**src/rtl/fetch_queue_pkg.sv**
```systemverilog
// Shared widths, entry layout and occupancy states for the fetch queue.
`ifndef WORD
`define WORD 64
`endif
`ifndef INSTR_LEN
`define INSTR_LEN 32
`endif
`ifndef FQ_DEPTH
`define FQ_DEPTH 4
`endif

package fetch_queue_pkg;
    localparam int WORD_W       = `WORD;
    localparam int INSTR_W      = `INSTR_LEN;
    localparam int FQ_DEPTH_DEF = `FQ_DEPTH;

    typedef enum logic [1:0] {
        FQ_EMPTY,
        FQ_PARTIAL,
        FQ_FULL
    } fq_state_e;

    typedef struct packed {
        logic [INSTR_W-1:0] instr;
        logic [WORD_W-1:0]  pc;
    } fq_entry_t;
endpackage

```
**src/rtl/fetch_queue_ram.sv**
```systemverilog
// Entry storage: synchronous write, asynchronous read, no reset.
module fq_ram #(
    parameter int DEPTH  = 4,
    parameter int PTR_W  = 2,
    parameter int DATA_W = 96
) (
    input  logic              clk,
    input  logic              we,
    input  logic [PTR_W-1:0]  waddr,
    input  logic [DATA_W-1:0] wdata,
    input  logic [PTR_W-1:0]  raddr,
    output logic [DATA_W-1:0] rdata
);
    logic [DATA_W-1:0] mem_q [DEPTH];

    always_ff @(posedge clk) begin
        if (we) mem_q[waddr] <= wdata;
    end

    assign rdata = mem_q[raddr];
endmodule

```
**src/rtl/fetch_queue.sv**
```systemverilog
// In-order instruction buffer between fetch and decode; flush drops all wrong-path entries.
module fetch_queue
    import fetch_queue_pkg::*;
#(
    parameter int DEPTH = FQ_DEPTH_DEF,
    parameter int PTR_W = $clog2(DEPTH)
) (
    input  logic                  clk,
    input  logic                  reset,
    input  logic                  flush,
    input  logic                  in_valid,
    input  logic [`INSTR_LEN-1:0] in_instr,
    input  logic [`WORD-1:0]      in_pc,
    output logic                  in_ready,
    output logic                  out_valid,
    output logic [`INSTR_LEN-1:0] out_instr,
    output logic [`WORD-1:0]      out_pc,
    input  logic                  out_ready,
    output logic [PTR_W:0]        count
);
    logic [PTR_W-1:0] rd_ptr_q, rd_ptr_d;
    logic [PTR_W-1:0] wr_ptr_q, wr_ptr_d;
    logic [PTR_W:0]   count_q, count_d;
    fq_state_e        state;
    logic             push, pop;
    fq_entry_t        wr_entry, rd_entry;

    always_comb begin
        state = FQ_PARTIAL;
        if (count_q == '0)
            state = FQ_EMPTY;
        else if (count_q == (PTR_W+1)'(DEPTH))
            state = FQ_FULL;
    end

    // in_ready ignores out_ready: a full queue refuses a push even while popping
    assign in_ready  = (state != FQ_FULL);
    assign out_valid = (state != FQ_EMPTY);
    assign push      = in_valid & in_ready;
    assign pop       = out_valid & out_ready;

    always_comb begin
        rd_ptr_d = rd_ptr_q;
        wr_ptr_d = wr_ptr_q;
        count_d  = count_q;
        if (flush) begin
            rd_ptr_d = '0;
            wr_ptr_d = '0;
            count_d  = '0;
        end else begin
            if (push) wr_ptr_d = wr_ptr_q + 1'b1;
            if (pop)  rd_ptr_d = rd_ptr_q + 1'b1;
            if (push && !pop)
                count_d = count_q + 1'b1;
            else if (pop && !push)
                count_d = count_q - 1'b1;
        end
    end

    always_ff @(posedge clk or posedge reset) begin
        if (reset) begin
            rd_ptr_q <= '0;
            wr_ptr_q <= '0;
            count_q  <= '0;
        end else begin
            rd_ptr_q <= rd_ptr_d;
            wr_ptr_q <= wr_ptr_d;
            count_q  <= count_d;
        end
    end

    assign wr_entry.instr = in_instr;
    assign wr_entry.pc    = in_pc;

    fq_ram #(
        .DEPTH  (DEPTH),
        .PTR_W  (PTR_W),
        .DATA_W ($bits(fq_entry_t))
    ) u_ram (
        .clk   (clk),
        .we    (push & ~flush),
        .waddr (wr_ptr_q),
        .wdata (wr_entry),
        .raddr (rd_ptr_q),
        .rdata (rd_entry)
    );

    assign out_instr = out_valid ? rd_entry.instr : '0;
    assign out_pc    = out_valid ? rd_entry.pc    : '0;
    assign count     = count_q;
endmodule

```
**config.mk**
```make
export PLATFORM = sky130hd
export DESIGN_NAME = fetch_queue
export DESIGN_NICKNAME = d
export VERILOG_FILES = /design/src/rtl/fetch_queue_pkg.sv /design/src/rtl/fetch_queue_ram.sv /design/src/rtl/fetch_queue.sv
export SDC_FILE = /design/constraint.sdc
export NUM_CORES = 1
export LEC_CHECK = 0
export CORE_MARGIN = 2
export CORE_UTILIZATION = 55
export CTS_CLUSTER_SIZE = 28
export DETAILED_ROUTE_END_ITERATION = 6
export DONT_BUFFER_PORTS = 1
export MAX_ROUTING_LAYER = met4
export PLACE_DENSITY = 0.7
export SETUP_SLACK_MARGIN = 0.2
export SYNTH_ARGS = -nofsm -noshare
export SYNTH_HDL_FRONTEND = slang
export SYNTH_SLANG_ARGS = --single-unit
export TNS_END_PERCENT = 10
```
**constraint.sdc**
```tcl
create_clock -name clk -period 4 [get_ports clk]
set_input_delay 1 -clock clk [delete_from_list [all_inputs] [get_ports clk]]
set_output_delay 1 -clock clk [all_outputs]
set_load 0.01 [all_outputs]
```
# Word level (Yosys, flattened, before mapping)
# Memories as Yosys holds them, arrays and structs flattened.
# Cells that the tools add are included.
[totals]
mem_bits_rw = 384
memories = 1
in_bits = 101
regBits = 7
output_inout_bits = 101
wordCells = 36
[mem_list]
columns = ["memory", "words", "word_bits", "read_ports", "rd_ports_with_merged_regs", "write_ports", "line", "rtl"]
rows = [
  ["u_ram.mem_q", 4, 96, 1, 0, 1, "fetch_queue_ram.sv:14", "logic [DATA_W-1:0] mem_q [DEPTH];"],
]
[classes]
addsub = 4
n_eq_ne = 2
n_bitwise = 4
n_mux = 13
reduce_logical = 9
[ops]
columns = ["operator", "count"]
rows = [
  ["$mux W64", 1],
  ["$mux W32", 1],
  ["$mux W2", 6],
  ["$mux W3", 3],
  ["$reduce_bool A2 Y1", 3],
  ["$add A2 B1 Y2 const B", 2],
  ["$add A3 B1 Y3 const B", 1],
  ["$and A1 B1 Y1", 3],
  ["$eq A3 B3 Y1 const B", 1],
  ["$logic_not A3 Y1", 1],
  ["$reduce_bool A3 Y1", 1],
  ["$sub A3 B1 Y3 const B", 1],
  ["$logic_and A1 B1 Y1", 2],
  ["$logic_not A1 Y1", 2],
  ["$mux W1", 2],
  ["$ne A2 B2 Y1 const B", 1],
  ["$not A1 Y1", 1],
]

# Depth between registers and ports, before layout
[depth]
depth_word = 10
ltp_mapped = 8
mapped_depth_nobuf = 7

# By module
# A second synthesis with hierarchy kept.
[unflattened]
hier_cells = 668
hier_area_um2 = 15103.2
[by_module_without_submodules]
columns = ["module", "area_per_inst_um2", "seq_area_each_um2", "cells_per_inst", "n_inst"]
rows = [
  ["fq_ram", 13889.6, 11531.1, 506, 1],
  ["fetch_queue", 1213.7, 175.2, 162, 1],
]

# Worst setup path before layout
# No wires, ideal clock.
[synth_timing]
kind = "input to register"
from = "input in_valid"
to = "memory u_ram.mem_q[2][0] (enable)"
path_buffers = 1
stages = 4
setup_slack_ns = -0.319
arrival_ns = 3.853
required_time_ns = 3.534
setup_time_ns = 0.466
cell_sequence = "clkbuf_1 > inv_1 > nor3_1 > and2_1"
[synth_between]
elab_chain_cells = 4
[synth_rtl]
columns = ["item", "line", "rtl"]
rows = [
  ["start: declaration", "fetch_queue.sv:11", "input logic in_valid,"],
  ["$and A1 B1 Y1", "fetch_queue.sv:39", "assign push = in_valid & in_ready;"],
  ["$and A1 B1 Y1", "fetch_queue.sv:81", ".we (push & ~flush),"],
  ["$mux W1", "fetch_queue_ram.sv:17", "if (we) mem_q[waddr] <= wdata;"],
  ["$mux W1 (implied by the code)", "fetch_queue_ram.sv:17", ""],
  ["end: declaration", "fetch_queue_ram.sv:14", ""],
]
# No other way between the ends.

# Worst setup path in the final report
[layout_timing]
from = "register count_q[1] (netlist: count[1])"
to = "output out_pc[31]"
[layout_between]
elab_chain_cells = 5
word_cells_on_any_way = 6
cone_classes = "eq/ne (1); mux (3); reduce/logical (2)"
[layout_rtl]
columns = ["item", "line", "rtl"]
rows = [
  ["start: declaration", "fetch_queue.sv:23", "logic [PTR_W:0] count_q, count_d;"],
  ["start signal: assignment", "fetch_queue.sv:68", "count_q <= count_d;"],
  ["$eq A3 B3 Y1", "fetch_queue.sv:32", "else if (count_q == (PTR_W+1)'(DEPTH))"],
  ["$mux W2", "fetch_queue.sv:32", ""],
  ["$mux W2 (*)", "fetch_queue.sv:30", "if (count_q == '0)"],
  ["$reduce_bool A2 Y1 (*)", "fetch_queue.sv:38", "assign out_valid = (state != FQ_EMPTY);"],
  ["$mux W64 (*)", "fetch_queue.sv:89", "assign out_pc = out_valid ? rd_entry.pc : '0;"],
  ["end: declaration", "fetch_queue.sv:17", "output logic [`WORD-1:0] out_pc,"],
]
# Every way passes the cells marked *; elsewhere a longest branch is shown, timed or not.

==> impl_results.md <==
* Number of global-route vias before repair at 6942
* GP Congestion at 0.7289
* Post-route setup slack at 0.5839 ns
* Area of the die at 28700 um^2
* Via count at 6367
* # hold bufs at CTS at 0
* # clock sinks at 391
* Util after Layout at 62.24%
* Area delta synth->final at 11.15%
* Die Wd at 169.4 um
* Unrepaired setup endpoints after global routing: false
* Number of buffers created by CTS at 39
* Vias per cell at 6.012
* Post-synthesis async set-or-reset flop share at 1.790%
* Synth top area cells: edfxtp_1 77%, mux4_2 14%, and2_1 4.2%, dfrtp_1 1.2%, buf_2 0.47%
* Seq cells post-synth at 391
* CTS tree: built
* Final WL at 26020 um
* Post-CTS Resized at 0
* Dominant cell by count in the synthesized netlist: edfxtp_1
* Die height at 169.4 um
* Mapped Area at 15050 um^2
* Status: complete, no violations
* First-pass GRT wire length at 39460 um
* Final hold viol count at 0
* Fin crit share at 85.40%
* GRT Util Overall at 18.90%
* Crit-path max FO at 27
* Setup CP Type: flop to primary output
* Syn_area_per_cell at 22.36 um^2
* Slew Viols, Final at 0
* Clk pin slew, worst setup/hold paths at 0.06 ns
* Port bufs at 0
* GRT overflow at 0
* Critical path arrival at 2.42 ns
* Slowest cell delay on critical path at 0.84 ns
* Post-DP HPWL at 15750 um
* Post-synth top flop: edfxtp_1
* Antenna Nets Post-Route at 0
* CTS H-tree lvls at 2
* Gate count of the mapped netlist at 673
* Post-detailed-route wirelength per cell at 24.57 um
* Clock Latency Late Sink at 0.51 ns
* Pre-CTS setup slack at 1.113 ns
* Crit end category: primary output
* Setup TNS at 0 ns
* Initial antenna violation count at 0
* IO Pins at 202
* Minimum clock period at 3.416 ns
* Startpoint types: flop
* Peak supply drop at 0.0005739 V
* Synth area leader: edfxtp_1
* Clk root buf: clkbuf_16
* LEAKAGE at 5.221 nW
* FMAX at 292.7 MHz
* Worst path slowest cell: or3_2
* Count of cell types in the netlist at 35
* Crit path required time at 3.00 ns
* Slew HR at 53.00%
* Post-synth EDFFs at 384
* Row Count at 60
* Top-area cell type share of the netlist area at 76.61%
* Clock buffer depth at 3
* Yosys warning total at 0
* Nets at 797
* Final setup fails at 0
* Core Area at 26880 um^2
* Hold Crit Class: input port to async pin
* Starting Density at 56.00%
* Post-CTS setup buffer count at 0
* Top cells by count, synth: 384 x edfxtp_1, 100 x and2_1, 96 x mux4_2, 14 x buf_2, 14 x clkbuf_1
* PwrDens at 634.9 nW/um^2
* Pin count of the biggest net entering global routing at 55
* Setup Skew at 0.01660 ns
* Router iterations before antenna repair at 4
* Seq/Total Area, Yosys at 77.78%
* Syn Nets at 779
* Layout cells sized above 1 at 23.82%
* Max_cap viols at 0
* Critical-path cell list: or3_2 > buf_4 > and2_1
* Initial drt markers at 471
* DRC errors left at 0
* Diodes inserted at 0
* Least-Margin Pin Slew at 0.7050 ns
## worst max-delay path, delay by kind of cell, from the launching register on
kind,cells,cell delay (ns)
and+or+nand+nor,2,1.05
buffers and inverters,1,0.33
DFF,1,0.52
## state kept, by name, summed over array words and instances, names as in the netlist
signal,cells
u_ram.mem_q,384
wr_ptr_q,2
rd_ptr_q,2
count,3
## per-stage QoR
stage	cells	hold WS (ns)	cell area (um^2)	power (mW)
2_1_floorplan	673	0.5573	15050	6.935
3_3_place_gp	991	0.5634	15530	7.334
3_5_place_dp	991	0.5916	15530	7.399
4_1_cts	1059	0.2936	16730	10.77
5_1_grt	1059	0.3071	16730	11.07
6_report	1059	0.3089	16730	10.62
## report_power, final
part           internal, mW  switching (mW)
Sequential             4.73          0.0894
Combinational          1.05            1.38
Clock                  1.99            1.38
Total                  7.77            2.85
## cells by family (layout without fill, tap and decap cells)
family,count (synthesis),after routing,share of synthesized area [%]
AO/OA/AOI/OAI,16,16,0.7649
flip-flops,391,391,77.78
AND/OR/NAND/NOR,114,114,4.622
XOR/XNOR,2,2,0.1164
adder cells (fa/ha/maj),5,5,0.4656
multiplexers,98,98,14.51
buffers and inverters,47,92,1.746
## cell type report
type | count | area [um^2]
Clock buffer | 47 | 1049
Clock inverter | 21 | 150.1
Fill cell | 1801 | 10150
Inverter | 9 | 33.78
Multi-Input combinational cell | 235 | 3093
Sequential cell | 391 | 11710
Tap cell | 341 | 426.7
Timing Repair Buffer | 15 | 262.8
## cell usage in the layout (no fill, tap or decap), types with 2 or more instances in the layout
| cell type | Yosys | final |
|---|---|---|
| ha_1 | 4 | 4 |
| clkinv_2 | 0 | 5 |
| buf_12 | 0 | 12 |
| dfrtp_1 | 7 | 5 |
| nand3_1 | 2 | 2 |
| clkbuf_1 | 14 | 6 |
| mux4_2 | 96 | 96 |
| o31ai_1 | 2 | 2 |
| clkinvlp_4 | 0 | 2 |
| nor2_1 | 7 | 7 |
| xor2_1 | 2 | 2 |
| o21ai_0 | 3 | 3 |
| clkinv_1 | 0 | 11 |
| dfrtp_4 | 0 | 2 |
| buf_4 | 0 | 3 |
| and2_4 | 0 | 4 |
| a21oi_1 | 2 | 2 |
| inv_1 | 9 | 9 |
| edfxtp_1 | 384 | 384 |
| and2_1 | 100 | 96 |
| clkbuf_16 | 0 | 41 |
| bufinv_16 | 0 | 2 |
## per-layer routing
layer  share of wire [%]  track usage, %
met5                   0               -
met4                 2.3           6.057
met3                 8.3           5.714
met2                  51           30.51
met1                  39           23.26
## final timing paths
check,depth (start not counted),to,from,slack (ns)
max reg2reg,7,count[2],count[1],1.25
min,1,count[0],reset,0.31
min reg2reg,2,wr_ptr_q[0],wr_ptr_q[0],0.60
max,3,out_pc[31],count[1],0.58
min in group clk,1,rd_ptr_q[1],flush,0.55
max in group asynchronous,1,rd_ptr_q[0],reset,3.44
No activity file was read; power rests on OpenSTA's default activity.
